$ cat src/rtl/pipe_pkg.sv
// pipe_pkg: default widths and control-field bit positions shared by the pipeline registers.
// Revision 1.0
`default_nettype none

package pipe_pkg;

  localparam int DEF_DATA_W = 32;
  localparam int DEF_REG_W  = 5;
  localparam int DEF_WB_W   = 2;
  localparam int DEF_M_W    = 3;

  // Bit positions within the WB and M control fields
  localparam int WB_REGWRITE_BIT = 0;
  localparam int WB_MEMTOREG_BIT = 1;
  localparam int M_BRANCH_BIT    = 0;
  localparam int M_MEMREAD_BIT   = 1;
  localparam int M_MEMWRITE_BIT  = 2;

endpackage

`default_nettype wire

$ cat src/rtl/ex_mem_skid_if.sv
// ex_mem_skid_if: EX->MEM handshake and payload bundle; slave = pipeline register, master = driver.
// Revision 1.0
`default_nettype none

interface ex_mem_skid_if
  import pipe_pkg::*;
#(
  parameter int DATA_W = DEF_DATA_W,
  parameter int REG_W  = DEF_REG_W,
  parameter int WB_W   = DEF_WB_W,
  parameter int M_W    = DEF_M_W
);

  logic              in_valid;
  logic              in_ready;
  logic              flush;
  logic [WB_W-1:0]   WB;
  logic [M_W-1:0]    M;
  logic [DATA_W-1:0] ALUOut;
  logic [DATA_W-1:0] WriteDataIn;
  logic [REG_W-1:0]  RegRD;
  logic              out_valid;
  logic              out_ready;
  logic [WB_W-1:0]   WBreg;
  logic [M_W-1:0]    Mreg;
  logic [DATA_W-1:0] ALUreg;
  logic [DATA_W-1:0] WriteDataOut;
  logic [REG_W-1:0]  RegRDreg;

  modport slave (
    input  in_valid, flush, WB, M, ALUOut, WriteDataIn, RegRD, out_ready,
    output in_ready, out_valid, WBreg, Mreg, ALUreg, WriteDataOut, RegRDreg
  );

  modport master (
    output in_valid, flush, WB, M, ALUOut, WriteDataIn, RegRD, out_ready,
    input  in_ready, out_valid, WBreg, Mreg, ALUreg, WriteDataOut, RegRDreg
  );

endinterface

`default_nettype wire

$ cat src/rtl/pipe_slot.sv
// pipe_slot: one pipeline entry (valid bit plus payload) with load enable and valid clear.
// Revision 1.0
`default_nettype none

module pipe_slot #(
  parameter int W = 8
) (
  input  wire logic         clock,
  input  wire logic         reset,
  input  wire logic         i_load,
  input  wire logic         i_clear,
  input  wire logic [W-1:0] i_data,
  output logic              o_valid,
  output logic [W-1:0]      o_data
);

  logic         r_valid;
  logic [W-1:0] r_data;

  // Clear drops only the valid bit; payload keeps its last loaded value
  always_ff @(posedge clock or posedge reset) begin
    if (reset) begin
      r_valid <= 1'b0;
      r_data  <= '0;
    end else begin
      if (i_clear) begin
        r_valid <= 1'b0;
      end else if (i_load) begin
        r_valid <= 1'b1;
        r_data  <= i_data;
      end
    end
  end

  assign o_valid = r_valid;
  assign o_data  = r_data;

endmodule

`default_nettype wire

$ cat src/rtl/ex_mem_skid.sv
// ex_mem_skid: EX/MEM pipeline register with a two-entry skid buffer and registered in_ready.
// Revision 1.0
`default_nettype none

module ex_mem_skid
  import pipe_pkg::*;
#(
  parameter int DATA_W = DEF_DATA_W,
  parameter int REG_W  = DEF_REG_W,
  parameter int WB_W   = DEF_WB_W,
  parameter int M_W    = DEF_M_W
) (
  input wire logic      clock,
  input wire logic      reset,
  ex_mem_skid_if.slave  bus
);

  localparam int PAY_W = WB_W + M_W + 2*DATA_W + REG_W;

  logic             w_main_valid, w_skid_valid;
  logic [PAY_W-1:0] w_main_data, w_skid_data, w_in_data, w_main_din;
  logic             w_accept, w_release;
  logic             w_main_load, w_main_clear, w_skid_load, w_skid_clear;

  logic [WB_W-1:0]   w_wb;
  logic [M_W-1:0]    w_m;
  logic [DATA_W-1:0] w_alu, w_wd;
  logic [REG_W-1:0]  w_rd;

  assign w_in_data = {bus.WB, bus.M, bus.ALUOut, bus.WriteDataIn, bus.RegRD};
  assign w_accept  = bus.in_valid && !w_skid_valid;
  assign w_release = w_main_valid && bus.out_ready;

  always_comb begin
    w_main_load  = 1'b0;
    w_main_clear = 1'b0;
    w_skid_load  = 1'b0;
    w_skid_clear = 1'b0;
    w_main_din   = w_skid_valid ? w_skid_data : w_in_data;
    if (bus.flush) begin
      w_main_clear = 1'b1;
      w_skid_clear = 1'b1;
    end else if (w_skid_valid) begin
      // Skid full means no accept is possible; release promotes skid to main
      if (w_release) begin
        w_main_load  = 1'b1;
        w_skid_clear = 1'b1;
      end
    end else if (w_accept) begin
      if (!w_main_valid || w_release) w_main_load = 1'b1;
      else                            w_skid_load = 1'b1;
    end else if (w_release) begin
      w_main_clear = 1'b1;
    end
  end

  pipe_slot #(.W(PAY_W)) u_main (
    .clock   (clock),
    .reset   (reset),
    .i_load  (w_main_load),
    .i_clear (w_main_clear),
    .i_data  (w_main_din),
    .o_valid (w_main_valid),
    .o_data  (w_main_data)
  );

  pipe_slot #(.W(PAY_W)) u_skid (
    .clock   (clock),
    .reset   (reset),
    .i_load  (w_skid_load),
    .i_clear (w_skid_clear),
    .i_data  (w_in_data),
    .o_valid (w_skid_valid),
    .o_data  (w_skid_data)
  );

  assign {w_wb, w_m, w_alu, w_wd, w_rd} = w_main_data;

  // Control fields are gated so a bubble can never write memory or the register file
  assign bus.in_ready     = !w_skid_valid;
  assign bus.out_valid    = w_main_valid;
  assign bus.WBreg        = w_main_valid ? w_wb : '0;
  assign bus.Mreg         = w_main_valid ? w_m  : '0;
  assign bus.ALUreg       = w_alu;
  assign bus.WriteDataOut = w_wd;
  assign bus.RegRDreg     = w_rd;

endmodule

`default_nettype wire

$ cat src/flat_wrapper.sv
// flat-port wrapper written by rule: the top's interface ports become plain ports
module ex_mem_skid_flat import pipe_pkg::*;
#(
  parameter int DATA_W = DEF_DATA_W,
  parameter int REG_W  = DEF_REG_W,
  parameter int WB_W   = DEF_WB_W,
  parameter int M_W    = DEF_M_W
)
  (clock, reset, bus_in_valid, bus_flush, bus_WB, bus_M, bus_ALUOut, bus_WriteDataIn, bus_RegRD, bus_out_ready, bus_in_ready, bus_out_valid, bus_WBreg, bus_Mreg, bus_ALUreg, bus_WriteDataOut, bus_RegRDreg);
  ex_mem_skid_if #(.DATA_W(DATA_W), .REG_W(REG_W), .WB_W(WB_W), .M_W(M_W)) bus_i ();
  input wire logic clock;
  input wire logic reset;
  input wire logic [$bits(bus_i.in_valid)-1:0] bus_in_valid;
  input wire logic [$bits(bus_i.flush)-1:0] bus_flush;
  input wire logic [$bits(bus_i.WB)-1:0] bus_WB;
  input wire logic [$bits(bus_i.M)-1:0] bus_M;
  input wire logic [$bits(bus_i.ALUOut)-1:0] bus_ALUOut;
  input wire logic [$bits(bus_i.WriteDataIn)-1:0] bus_WriteDataIn;
  input wire logic [$bits(bus_i.RegRD)-1:0] bus_RegRD;
  input wire logic [$bits(bus_i.out_ready)-1:0] bus_out_ready;
  output wire logic [$bits(bus_i.in_ready)-1:0] bus_in_ready;
  output wire logic [$bits(bus_i.out_valid)-1:0] bus_out_valid;
  output wire logic [$bits(bus_i.WBreg)-1:0] bus_WBreg;
  output wire logic [$bits(bus_i.Mreg)-1:0] bus_Mreg;
  output wire logic [$bits(bus_i.ALUreg)-1:0] bus_ALUreg;
  output wire logic [$bits(bus_i.WriteDataOut)-1:0] bus_WriteDataOut;
  output wire logic [$bits(bus_i.RegRDreg)-1:0] bus_RegRDreg;
  assign bus_i.in_valid = bus_in_valid;
  assign bus_i.flush = bus_flush;
  assign bus_i.WB = bus_WB;
  assign bus_i.M = bus_M;
  assign bus_i.ALUOut = bus_ALUOut;
  assign bus_i.WriteDataIn = bus_WriteDataIn;
  assign bus_i.RegRD = bus_RegRD;
  assign bus_i.out_ready = bus_out_ready;
  assign bus_in_ready = bus_i.in_ready;
  assign bus_out_valid = bus_i.out_valid;
  assign bus_WBreg = bus_i.WBreg;
  assign bus_Mreg = bus_i.Mreg;
  assign bus_ALUreg = bus_i.ALUreg;
  assign bus_WriteDataOut = bus_i.WriteDataOut;
  assign bus_RegRDreg = bus_i.RegRDreg;
  ex_mem_skid #(.DATA_W(DATA_W), .REG_W(REG_W), .WB_W(WB_W), .M_W(M_W)) u_core (.clock(clock), .reset(reset), .bus(bus_i));
endmodule
$ cat config.mk
export PLATFORM = sky130hd
export DESIGN_NAME = ex_mem_skid_flat
export DESIGN_NICKNAME = d
export VERILOG_FILES = /design/src/rtl/pipe_pkg.sv /design/src/rtl/ex_mem_skid_if.sv /design/src/rtl/pipe_slot.sv /design/src/rtl/ex_mem_skid.sv /design/src/flat_wrapper.sv
export SDC_FILE = /design/constraint.sdc
export NUM_CORES = 1
export LEC_CHECK = 0
export BUFFER_PORTS_ARGS = -buffer_cell sky130_fd_sc_hd__buf_2
export CAP_MARGIN = 0
export CORE_AREA = 2 2 115 117
export DETAILED_ROUTE_END_ITERATION = 16
export DIE_AREA = 0 0 117 119
export GPL_TIMING_DRIVEN = 0
export MAX_ROUTING_LAYER = met4
export PLACE_DENSITY_LB_ADDON = 0.25
export SLEW_MARGIN = 20
export SYNTH_ARGS = -nofsm -noshare
export SYNTH_HDL_FRONTEND = slang
export SYNTH_HIERARCHICAL = 1
export SYNTH_SLANG_ARGS = --single-unit
$ cat constraint.sdc
create_clock -name clock -period 5.7 [get_ports clock]
set_input_delay 0.855 -clock clock [delete_from_list [all_inputs] [get_ports clock]]
set_output_delay 0.855 -clock clock [all_outputs]
set_load 0.02 [all_outputs]
* Yosys cells after proc, flatten, opt, wreduce, memory -nomap -nowiden
Cells that the tools add are included.
Operators by class: bitwise gates (word level) 2, reductions and logical operators 9, mux-type cells 21
Operator list (count):
- $mux W74 | 1
- $mux W1 | 18
- $reduce_and A2 Y1 | 2
- $reduce_bool A2 Y1 | 2
- $mux W3 | 1
- $logic_and A1 B1 Y1 | 2
- $logic_not A1 Y1 | 2
- $mux W2 | 1
- $not A1 Y1 | 2
- $logic_or A1 B1 Y1 | 1
Storage, ports and cells: register bits 150, output and inout bits 76, logic and storage cells 36, input port bits 79

* Logic depth before layout (Yosys ltp)
Gate-level depths: netlist (run 1).
depth in word-level cells 8, mapped depth 8

* By module
The synthesis (run 1) kept the hierarchy.
By module, submodules not included:
- pipe_slot | cells each 161, instances 2, area each 3108.0 sq um
- ex_mem_skid | cells each 97, instances 1, area each 1106.1 sq um

* Worst setup path before layout (run 1)
OpenSTA, ideal clock, no wires.
kind in2reg, from input bus_out_ready, to register u_core.u_main.r_data[0], in the netlist u_core/u_main/o_data[0], slack 3.661 ns, library setup time 0.125 ns, cell stages on the path 6, arrival 1.914 ns, data required time 5.575 ns, buffers on the path 2, cell sequence nand2_1 -> a211oi_2 -> nor2b_4 -> buf_12 -> buf_12 -> mux2_4
Between the ends: cells in the longest elaborated chain, start to end 7, elaborated cells on any way between the ends 12, classes of those cells 8 x mux; 1 x bitwise; 3 x reduce/logical
RTL lines:
- from (decl) | line flat_wrapper.sv:20 | input wire logic [$bits(bus_i.out_ready)-1:0] bus_out_ready;
- $logic_and A1 B1 Y1 * | line ex_mem_skid.sv:32 | assign w_release = w_main_valid && bus.out_ready;
- $logic_or A1 B1 Y1 | line ex_mem_skid.sv:50 | if (!w_main_valid || w_release) w_main_load = 1'b1;
- $mux W1 | line ex_mem_skid.sv:50
- $mux W1 | line ex_mem_skid.sv:49 | end else if (w_accept) begin
- $mux W1 * | line ex_mem_skid.sv:43 | end else if (w_skid_valid) begin
- $mux W1 * | line ex_mem_skid.sv:40 | if (bus.flush) begin
- net u_core.w_main_load | line ex_mem_skid.sv:23 | logic w_main_load, w_main_clear, w_skid_load, w_skid_clear;
- $reduce_and A2 Y1 (no source line) *
- to (signal assigned) | line pipe_slot.sv:30 | r_data <= i_data;
- to (decl) | line pipe_slot.sv:18 | logic [W-1:0] r_data;
The timed path passes the listed nets; every way through them passes the cells marked *. A chain may end at the register's enable or synchronous reset.

* Worst setup path after layout (run 1)
from register u_core.u_skid.r_valid, in the netlist u_core/u_skid/o_valid, to output bus_in_ready
Between the ends: cells in the longest elaborated chain, start to end 1
RTL lines:
- from (decl) | line pipe_slot.sv:17 | logic r_valid;
- from (signal assigned) | line pipe_slot.sv:23 | r_valid <= 1'b0;
- from (signal assigned) | line pipe_slot.sv:27 | r_valid <= 1'b0;
- from (signal assigned) | line pipe_slot.sv:29 | r_valid <= 1'b1;
- $logic_not A1 Y1 | line ex_mem_skid.sv:80 | assign bus.in_ready = !w_skid_valid;
- to (decl) | line flat_wrapper.sv:21 | output wire logic [$bits(bus_i.in_ready)-1:0] bus_in_ready;
No other way between the ends.

==> out/metrics.csv, run 1 <==
stage,metric,value,unit
layout,share of cells above drive strength 1,72.32,%
sta,post-route minimum period,2.219,ns
synth,register area share after synthesis,51.26,%
sta,Max Slew Vio Count,0,
synth,main area contributors after synthesis,"dfrtp_1 51%, mux2_4 31%, mux2_2 11%",
die,CORE AREA,12870,µm²
die,total die area,13920,µm²
sta,Setup Skew,0.007648,ns
global_routing,total global-route track usage,22.51,%
status,status,completed,
synth,Syn. warnings,6,
clock_network,post-CTS setup buffers,0,
power,cell internal pwr,0.002522,W
setup_path,CP required,4.85,ns
setup_path,Critical Path End Type,primary output,
setup_path,CP Class,flip-flop to primary output,
setup_path,RR Startpoint,u_core/u_skid/o_valid,
synth,Synth top area share,51.26,%
drt,# DRC,0,
placed_design,routability cong.,0.7788,
power,Cell Pwr Density,382.3,nW/µm²
global_routing,initial antenna violation count,1,
drt,WL final,14.42,mm
clock_network,CTS Buf Count,17,
layout,most frequent cells in the layout,"158 x buf_2, 150 x mux2_4, 150 x dfrtp_1",
clock_network,clk slew on worst S/H paths,0.06,ns
clock_network,Clock Latency Late Sink,0.41,ns
global_routing,largest net degree at the start of global routing,47,
synth,cell taking the most area after synthesis,dfrtp_1,
setup_path,R2R cell count,8,
placed_design,PortBufs,154,
clock_network,clock root cell,clkbuf_16,
setup_path,R2R Setup Slk,3.55,ns
synth,Unique masters post-synth,18,
layout,Fillers,869,
power,Sequential Power Share,41.9,%
sta,Slew headroom,68.92,%
clock_network,H-tree levels,4,
synth,Post-Synthesis Cells,419,
drt,Routed WL per cell,18.40,µm
drt,Antenna Violating Nets Remaining,0,
clock_network,Hold Buf Count CTS,0,
clock_network,CTS sink cnt,150,
drt,drt pass-1 iters,4,
layout,Nets,673,
power,Clk pwr share,34.3,%
sta,final setup fails,0,
hold_path,Worst Hold Class,primary input to asynchronous set/reset pin,
sta,final worst-path cycle share,38.93,%
die,die height,119,µm
synth,Mapped Area,7322,µm²
die,# IOs,155,
power,P_leak,4.372,nW
clock_network,TritonCTS clock tree,done,
global_routing,first-pass GRT wire length,23.12,mm
power,Psw,0.0009186,W
die,Initial Util,56.87,%
setup_path,critical path peak fanout,10,
run,MaxCap Viol Count,0,
global_routing,total gr overflow,0,
power,combinational share of power,23.8,%
layout,"commonest non-fill, non-tap cell in the layout",buf_2,
setup_path,reg2reg end,u_core/u_main/o_data[65],
setup_path,data arrival time of the worst path,1.36,ns
layout,final cell count without fillers,784,
placed_design,hpwl dp,9.781,mm
synth,average cell area after synthesis,17.47,µm²
die,Die Span X,117,µm
placed_design,Placed Cells,751,
synth,register bit total from synthesis,150,
sta,worst slew pin tran,0.4662,ns
power,Worst VDD drop,0.2342,mV
sta,final hold viol count,0,
global_routing,vias in the first global route,4499,
drt,vias,4102,
die,num rows,42,
power,Overall Power,0.003441,W
clock_network,clk buf depth,2,
clock_network,post_cts resized,0,
power,sw frac,26.70,%
sta,Fmax,0.4507,GHz
placed_design,DP Area,8373,µm²
drt,Initial DRC Count,157,
synth,Synth Net Count,498,
sta,RSZ-0062 raised after global routing,false,
sta,setup TNS,0,ns
drt,vias per cell,5.232,
layout,Area growth syn-to-layout,22.92,%
setup_path,crit start category,flip-flop,
layout,post-route cell area,9000,µm²
-- synth_stat cells --
cell type	count
dfrtp_1	150
mux2_4	150
mux2_2	72
buf_12	14
nor2_1	6
and2_1	5
buf_2	4
buf_6	4
inv_1	3
buf_4	2
nor2b_4	2
a211oi_2	1
a31o_2	1
and4_1	1
clkbuf_2	1
nand2_1	1
o21bai_1	1
or2_0	1
-- area by class of cell --
class / count / area, µm² / area share (%)
Sequential cell: 150 / 3754 / 41.71
Inverter: 3 / 16.27 / 0.1807
Clock inverter: 10 / 150.1 / 1.668
Clock buffer: 22 / 474.2 / 5.269
Buffer: 25 / 365.4 / 4.059
Tap cell: 176 / 220.2 / 2.447
Timing Repair Buffer: 156 / 825.8 / 9.176
Antenna cell: 1 / 2.502 / 0.02780
Multi-Input combinational cell: 241 / 3192 / 35.47
-- through the flow --
| step | utilization [%] | setup WS (ns) | hold slack, ns |
|---|---|---|---|
| after floorplan | - | 2.935 | 0.4592 |
| after global placement | 64.57 | 1.654 | 0.4811 |
| after detailed placement | 65.03 | 3.400 | 0.4811 |
| after CTS | 69.88 | 3.453 | 0.4838 |
| after global routing | 69.90 | 3.378 | 0.5027 |
| final | 69.90 | 3.481 | 0.4842 |
-- worst max-delay path by stage --
| stage | startpoint | endpoint | slack (ns) | cells past startpoint |
|---|---|---|---|---|
| 5_1_grt | u_core/u_skid/o_valid | bus_in_ready | 3.38 | 4 |
| 3_3_place_gp | reset | u_core/u_skid/o_data[22] | 1.65 | 2 |
| 2_1_floorplan | reset | u_core/u_main/o_data[0] | 2.94 | 1 |
| 3_5_place_dp | bus_out_ready | u_core/u_main/o_data[65] | 3.40 | 7 |
| 4_1_cts | u_core/u_skid/o_valid | bus_in_ready | 3.45 | 4 |
| 6_report | u_core/u_skid/o_valid | bus_in_ready | 3.48 | 4 |
-- metal layers --
| metal | global-route usage [%] | part of all wire [%] | wire [µm] |
|---|---|---|---|
| met3 | 5.649 | 4.7 | 672 |
| met2 | 35.44 | 49 | 7090 |
| met1 | 28.32 | 44 | 6373 |
| met4 | 8.088 | 2.0 | 288 |
| met5 | - | 0 | 0 |
-- power groups by stage --
stage | clock network (W) | logic [W] | registers [W]
global placement | 0 | 0.000798 | 0.00144
detailed placement | 0 | 0.000822 | 0.00145
CTS | 0.00120 | 0.000827 | 0.00144
floorplan | 0 | 0.000422 | 0.00159
finish | 0.00118 | 0.000817 | 0.00144
global route | 0.00126 | 0.000869 | 0.00147
-- worst max-delay path, cell delays in order (launching register included) --
cell and delay (ns):
dfrtp_1 0.37, clkbuf_2 0.14, buf_6 0.16, inv_1 0.10, buf_2 0.19
-- sequential cells by signal, summed over array words and instances (netlist names) --
name	cells
u_core/u_skid/o_data	74
u_core/u_main/o_valid	1
u_core/u_skid/o_valid	1
u_core/u_main/o_data	74
-- cells by family after synthesis --
family,share of synthesized area [%]
buffers and inverters,5.143
flip-flops,51.26
AND/OR/NAND/NOR,1.367
AO/OA/AOI/OAI,0.3931
multiplexers,41.83
Power figures use the tool's default switching activity.
==> inputs of run 2 (changes only) <==
CORE_AREA = 2 2 119 121   (was 2 2 115 117)
DIE_AREA = 0 0 121 123   (was 0 0 117 119)
clock period = 2.1 ns   (was 5.7 ns; I/O delays follow)
==> out/metrics.csv, run 2 (synthesized netlist as in run 1, its figures left out) <==
stage,metric,value,unit,change
layout,Final Util,67.00,%,-2.9 points
power,Sequential Power Share,42.2,%,+0.3 points
die,CORE AREA,13610,µm²,+5.7%
layout,share of cells above drive strength 1,72.68,%,+0.36 points
power,Worst VDD drop,0.6248,mV,+170%
setup_path,Critical Path End Type,flip-flop,,
clock_network,TritonCTS clock tree,done,,
layout,Fillers,961,,+11%
sta,worst slew pin tran,0.5863,ns,+0.1201 ns
hold_path,Worst Hold Class,primary input to flip-flop,,
layout,antenna cell count,0,,-1
global_routing,largest net degree at the start of global routing,30,,-36%
sta,Setup Skew,0.008484,ns,+0.0008365 ns
sta,post-route minimum period,2.081,ns,
drt,vias,4083,,-0.46%
clock_network,CTS Buf Count,17,,unchanged
setup_path,critical path peak fanout,10,,unchanged
placed_design,PortBufs,154,,unchanged
drt,# DRC,0,,unchanged
global_routing,total global-route track usage,21.17,%,-1.3 points
sta,Slew headroom,60.83,%,-8.1 points
power,P_leak,4.402,nW,+0.68%
setup_path,slowest CP cell,dfrtp_2,,
power,combinational share of power,24.1,%,+0.3 points
layout,Area growth syn-to-layout,24.56,%,
global_routing,first-pass GRT wire length,23.32,mm,+0.84%
drt,Antenna Violating Nets Remaining,0,,unchanged
drt,Routed WL per cell,18.57,µm,+0.95%
placed_design,routability cong.,0.7655,,-1.7%
setup_path,crit-path most repeated cell,buf_12,,
layout,"commonest non-fill, non-tap cell in the layout",buf_2,,
setup_path,largest stage delay on the critical path,0.42,ns,+0.05 ns
drt,WL final,14.77,mm,+2.4%
setup_path,crit-path cells,buf_12 > or2_0 > a211oi_2 > nor2b_4 > buf_12 > buf_12 > mux2_4,,
layout,Multi-input gate area,3192,µm²,unchanged
power,sw frac,26.96,%,+0.26 points
sta,Max Slew Vio Count,0,,unchanged
placed_design,hpwl dp,9.969,mm,+1.9%
die,die height,123,µm,+3.4%
power,Clk pwr share,33.7,%,-0.6 points
run,MaxCap Viol Count,0,,unchanged
setup_path,"Buf+Inv Stages, Crit Path",3,,-1
sta,final worst-path cycle share,99.12,%,
global_routing,total gr overflow,0,,unchanged
die,Initial Util,53.79,%,-3.1 points
global_routing,vias in the first global route,4457,,-0.93%
sta,Fmax,0.4804,GHz,
clock_network,clk slew on worst S/H paths,0.06,ns,about the same
drt,Initial DRC Count,180,,+15%
status,status,completed,,
clock_network,clock root cell,clkbuf_16,,
clock_network,CTS sink cnt,150,,unchanged
global_routing,initial antenna violation count,0,,-1
sta,hold_ws,0.1369,ns,-0.3473 ns
power,Psw,0.002503,W,+170%
power,cell internal pwr,0.006781,W,+170%
setup_path,CP Class,flip-flop to flip-flop,,
clock_network,H-tree levels,4,,unchanged
setup_path,CP required,2.40,ns,-2.45 ns
clock_network,Clock Latency Late Sink,0.42,ns,about the same
layout,most frequent cells in the layout,"158 x buf_2, 150 x mux2_4, 148 x dfrtp_1",,
setup_path,data arrival time of the worst path,2.38,ns,+1.02 ns
power,Overall Power,0.009284,W,+170%
die,total die area,14880,µm²,+6.9%
setup_path,"CP delay by family, top",buffers and inverters,,
die,# IOs,155,,unchanged
drt,drt pass-1 iters,4,,unchanged
setup_path,crit start category,flip-flop,,
die,Die Span X,121,µm,+3.4%
sta,RSZ-0062 raised after global routing,true,,
die,num rows,43,,+2.4%
sta,final hold viol count,0,,unchanged
clock_network,clk buf depth,2,,unchanged
layout,Nets,681,,+1.2%
power,Cell Pwr Density,1018,nW/µm²,+170%
drt,vias per cell,5.136,,-1.8%
sta,final setup fails,0,,unchanged
layout,FF/Latch Area,3756,µm²,about the same
-- run 2: cell types whose count changed in the layout (fill, tap and decap cells not counted), moves of 2 or more --
cell	delta
dfrtp_1	-2
dfrtp_2	+2
clkinv_2	-3
inv_4	-2
buf_4	+3
buf_12	+5
clkinvlp_4	+4
-- run 2: stage by stage --
| step | TNS, ns | area (µm²) | std cells | worst slack (ns) |
|---|---|---|---|---|
| floorplan | 0 | 7330 | 419 | 0.1356 |
| global placement | -2.518 | 8325 | 753 | -0.04495 |
| detailed placement | -3.590 | 8406 | 757 | -0.07153 |
| CTS | 0 | 9102 | 793 | 0.007840 |
| global route | -2.260 | 9120 | 795 | -0.05995 |
| finish | 0 | 9120 | 795 | 0.01852 |
-- run 2: power groups by stage --
stage	clock network, W	logic [W]	registers (W)
final	0.00313	0.00224	0.00392
after global routing	0.00330	0.00238	0.00400
after CTS	0.00318	0.00226	0.00392
after detailed placement	0	0.00223	0.00394
after global placement	0	0.00217	0.00391
after floorplan	0	0.00114	0.00432
-- run 2: layout make-up --
type	instances	share of cell area, %
inverters	3	0.2058
clock inverters	8	1.317
plain buffers	24	4.047
clock buffers	24	5.392
repair buffers	165	10.39
flip-flops and latches	150	41.19
well taps	180	2.469
multi-input cells	241	35.00
-- run 2: worst reg2reg max path: stages, from the launching register on --
cell      delay [ns]
dfrtp_2         0.42
buf_12          0.13
or2_0           0.22
a211oi_2        0.28
nor2b_4         0.25
buf_12          0.18
buf_12          0.17
mux2_4          0.31
-- run 2: timing repair --
action / in CTS / in global routing
hold endpoints to repair: 39 / 0
endpoints found under the setup margin: 69 / 57
buffers inserted: 2 / 2
gates cloned: 2 / 1
pin swaps: 1 / 2
gates resized for setup: 6 / 1
hold buffers: 1 / 0
-- run 2: final timing paths --
check                                    startpoint                  endpoint  slack, ns  cells past startpoint
max in group asynchronous                     reset     u_core/u_main/o_valid       1.01                      4
hold / removal                   bus_WriteDataIn[7]  u_core/u_skid/o_data[12]       0.14                      2
setup / recovery              u_core/u_skid/o_valid  u_core/u_main/o_data[46]       0.02                      7
min in group asynchronous                     reset  u_core/u_skid/o_data[53]       0.52                      3
setup reg to reg              u_core/u_skid/o_valid  u_core/u_main/o_data[46]       0.02                      7
hold reg to reg            u_core/u_main/o_data[27]  u_core/u_main/o_data[27]       0.50                      1
-- run 2: layer usage --
metal  share of wire, %  vias up  track usage (%)
met2                 48      108            32.69
met4                1.4        0            7.631
li1                   -     1859                -
met1                 46     2096            27.30
met3                4.7       20            5.304
met5                  0        -                -
==> inputs of run 3 (changes only) <==
CELL_PAD_IN_SITES_DETAIL_PLACEMENT = 0   (was not set)
CELL_PAD_IN_SITES_GLOBAL_PLACEMENT = 2   (was not set)
CORE_AREA = 2 2 141 143   (was 2 2 119 121)
DIE_AREA = 0 0 143 145   (was 0 0 121 123)
==> out/metrics.csv, run 3 (synthesized netlist as in run 1, its figures left out) <==
stage,metric,value,unit,change
setup_path,largest stage delay on the critical path,0.42,ns,about the same
setup_path,CP Class,flip-flop to flip-flop,,
die,# IOs,155,,unchanged
clock_network,H-tree levels,4,,unchanged
clock_network,clk slew on worst S/H paths,0.06,ns,about the same
drt,vias,4031,,-1.3%
global_routing,initial antenna violation count,2,,+2
drt,WL final,15.72,mm,+6.4%
drt,drt pass-1 iters,5,,+1
power,Worst VDD drop,0.5381,mV,-14%
sta,Fmax,0.4816,GHz,+0.24%
die,num rows,51,,+19%
setup_path,CP required,2.40,ns,about the same
power,Psw,0.002540,W,+1.5%
sta,Slew headroom,57.31,%,-3.5 points
global_routing,total gr overflow,0,,unchanged
power,Cell Pwr Density,1007,nW/µm²,-1.1%
setup_path,R2R Setup Slk,0.02,ns,about the same
sta,RSZ-0062 raised after global routing,true,,
drt,Initial DRC Count,132,,-27%
sta,final worst-path cycle share,98.88,%,-0.24 points
die,Initial Util,38.12,%,-16 points
sta,setup TNS,0,ns,unchanged
setup_path,slowest CP cell,dfrtp_2,,
power,combinational share of power,23.9,%,-0.2 points
setup_path,critical path peak fanout,5,,-5
global_routing,vias in the first global route,4542,,+1.9%
global_routing,first-pass GRT wire length,24.77,mm,+6.2%
drt,vias per cell,4.539,,-12%
layout,share of cells above drive strength 1,73.43,%,+0.75 points
global_routing,largest net degree at the start of global routing,29,,-3.3%
setup_path,"CP delay by family, top",buffers and inverters,,
setup_path,data arrival time of the worst path,2.37,ns,about the same
layout,"commonest non-fill, non-tap cell in the layout",buf_2,,
sta,post-route minimum period,2.076,ns,-0.005013 ns
drt,# DRC,0,,unchanged
drt,Routed WL per cell,17.70,µm,-4.7%
power,Clk pwr share,34.9,%,+1.2 points
status,status,completed,,
clock_network,Clock Latency Late Sink,0.41,ns,about the same
setup_path,"Buf+Inv Stages, Crit Path",4,,+1
placed_design,PortBufs,154,,unchanged
clock_network,clk buf depth,2,,unchanged
clock_network,TritonCTS clock tree,done,,
clock_network,clock root cell,clkbuf_16,,
setup_path,crit start category,flip-flop,,
clock_network,CTS Buf Count,17,,unchanged
layout,most frequent cells in the layout,"158 x buf_2, 150 x mux2_4, 148 x dfrtp_1",,
setup_path,crit-path most repeated cell,buf_12,,
global_routing,total global-route track usage,15.85,%,-5.3 points
die,total die area,20740,µm²,+39%
die,CORE AREA,19210,µm²,+41%
sta,Max Slew Vio Count,0,,unchanged
drt,Antenna Violating Nets Remaining,0,,unchanged
placed_design,hpwl dp,10.39,mm,+4.2%
layout,Area growth syn-to-layout,28.52,%,
sta,final hold viol count,0,,unchanged
power,P_leak,4.492,nW,+2.1%
layout,final cell count without fillers,888,,+12%
placed_design,Placed Cells,842,,+11%
sta,final setup fails,0,,unchanged
power,Sequential Power Share,41.2,%,-1.0 points
power,cell internal pwr,0.006937,W,+2.3%
sta,Setup Skew,0.007220,ns,-0.001264 ns
die,die height,145,µm,+18%
setup_path,Critical Path End Type,flip-flop,,
layout,Nets,687,,+0.88%
hold_path,Worst Hold Class,primary input to asynchronous set/reset pin,,
setup_path,crit-path cells,buf_12 > or2_1 > a211oi_2 > nor2b_4 > buf_12 > buf_16 > clkbuf_16 > mux2_4,,
sta,worst slew pin tran,0.6391,ns,+0.05279 ns
die,Die Span X,143,µm,+18%
placed_design,routability cong.,0.7036,,-8.1%
power,sw frac,26.80,%,-0.16 points
clock_network,CTS sink cnt,150,,unchanged
run,MaxCap Viol Count,0,,unchanged
run 3: per-stage QoR:
step | util [%] | cell area, µm² | setup WS, ns | power (W) | hold slack, ns
finish | 48.99 | 9410 | 0.02353 | 0.009478 | 0.002684
global route | 48.99 | 9410 | -0.08662 | 0.009976 | 0.02215
CTS | 47.96 | 9211 | 0.004856 | 0.009583 | 0.006614
detailed placement | 44.32 | 8512 | -0.1061 | 0.006173 | 0.4514
global placement | 43.90 | 8432 | -0.07871 | 0.006112 | 0.4833
floorplan | - | 7330 | 0.1356 | 0.005462 | 0.4592
run 3: power groups by stage:
| stage | Sequential [W] | Clock, W | Combinational (W) |
|---|---|---|---|
| 5_1_grt | 0.00399 | 0.00357 | 0.00241 |
| 2_1_floorplan | 0.00432 | 0 | 0.00114 |
| 6_report | 0.00391 | 0.00331 | 0.00226 |
| 4_1_cts | 0.00391 | 0.00342 | 0.00225 |
| 3_3_place_gp | 0.00392 | 0 | 0.00219 |
| 3_5_place_dp | 0.00394 | 0 | 0.00224 |
run 3: layout make-up:
cell class | instances | area [µm²]
clock inverters | 10 | 167.7
multi-input cells | 241 | 3192
plain buffers | 23 | 356.6
diodes | 2 | 5.005
well taps | 265 | 331.6
inverters | 3 | 18.77
flip-flops and latches | 150 | 3756
repair buffers | 172 | 1099
fillers | 1638 | 9797
clock buffers | 22 | 484.2
run 3: path summary, 6_finish.rpt:
kind	cells after the start	endpoint	from
worst max-delay path	8	u_core/u_main/o_data[36]	u_core/u_skid/o_valid
worst min-delay path	2	u_core/u_skid/o_data[60]	reset
worst max register to register	8	u_core/u_main/o_data[36]	u_core/u_skid/o_valid
worst min register to register	1	u_core/u_skid/o_data[0]	u_core/u_skid/o_data[0]
max in group asynchronous	3	u_core/u_main/o_data[14]	reset
min in group clock	2	u_core/u_skid/o_data[15]	bus_WriteDataIn[10]
run 3: repair_timing:
item	in CTS	in global routing
hold buffers	0	0
endpoints found under the setup margin	70	74
gates cloned	1	6
buffers inserted	3	4
resized for setup	2	4
pin swaps	1	1
endpoints found under the hold margin	0	0
run 3: layer usage:
metal | global-route usage [%] | part of all wire, %
met1 | 21.72 | 49
met2 | 22.92 | 45
met3 | 4.818 | 5.4
met4 | 4.109 | 0.58
met5 | - | 0
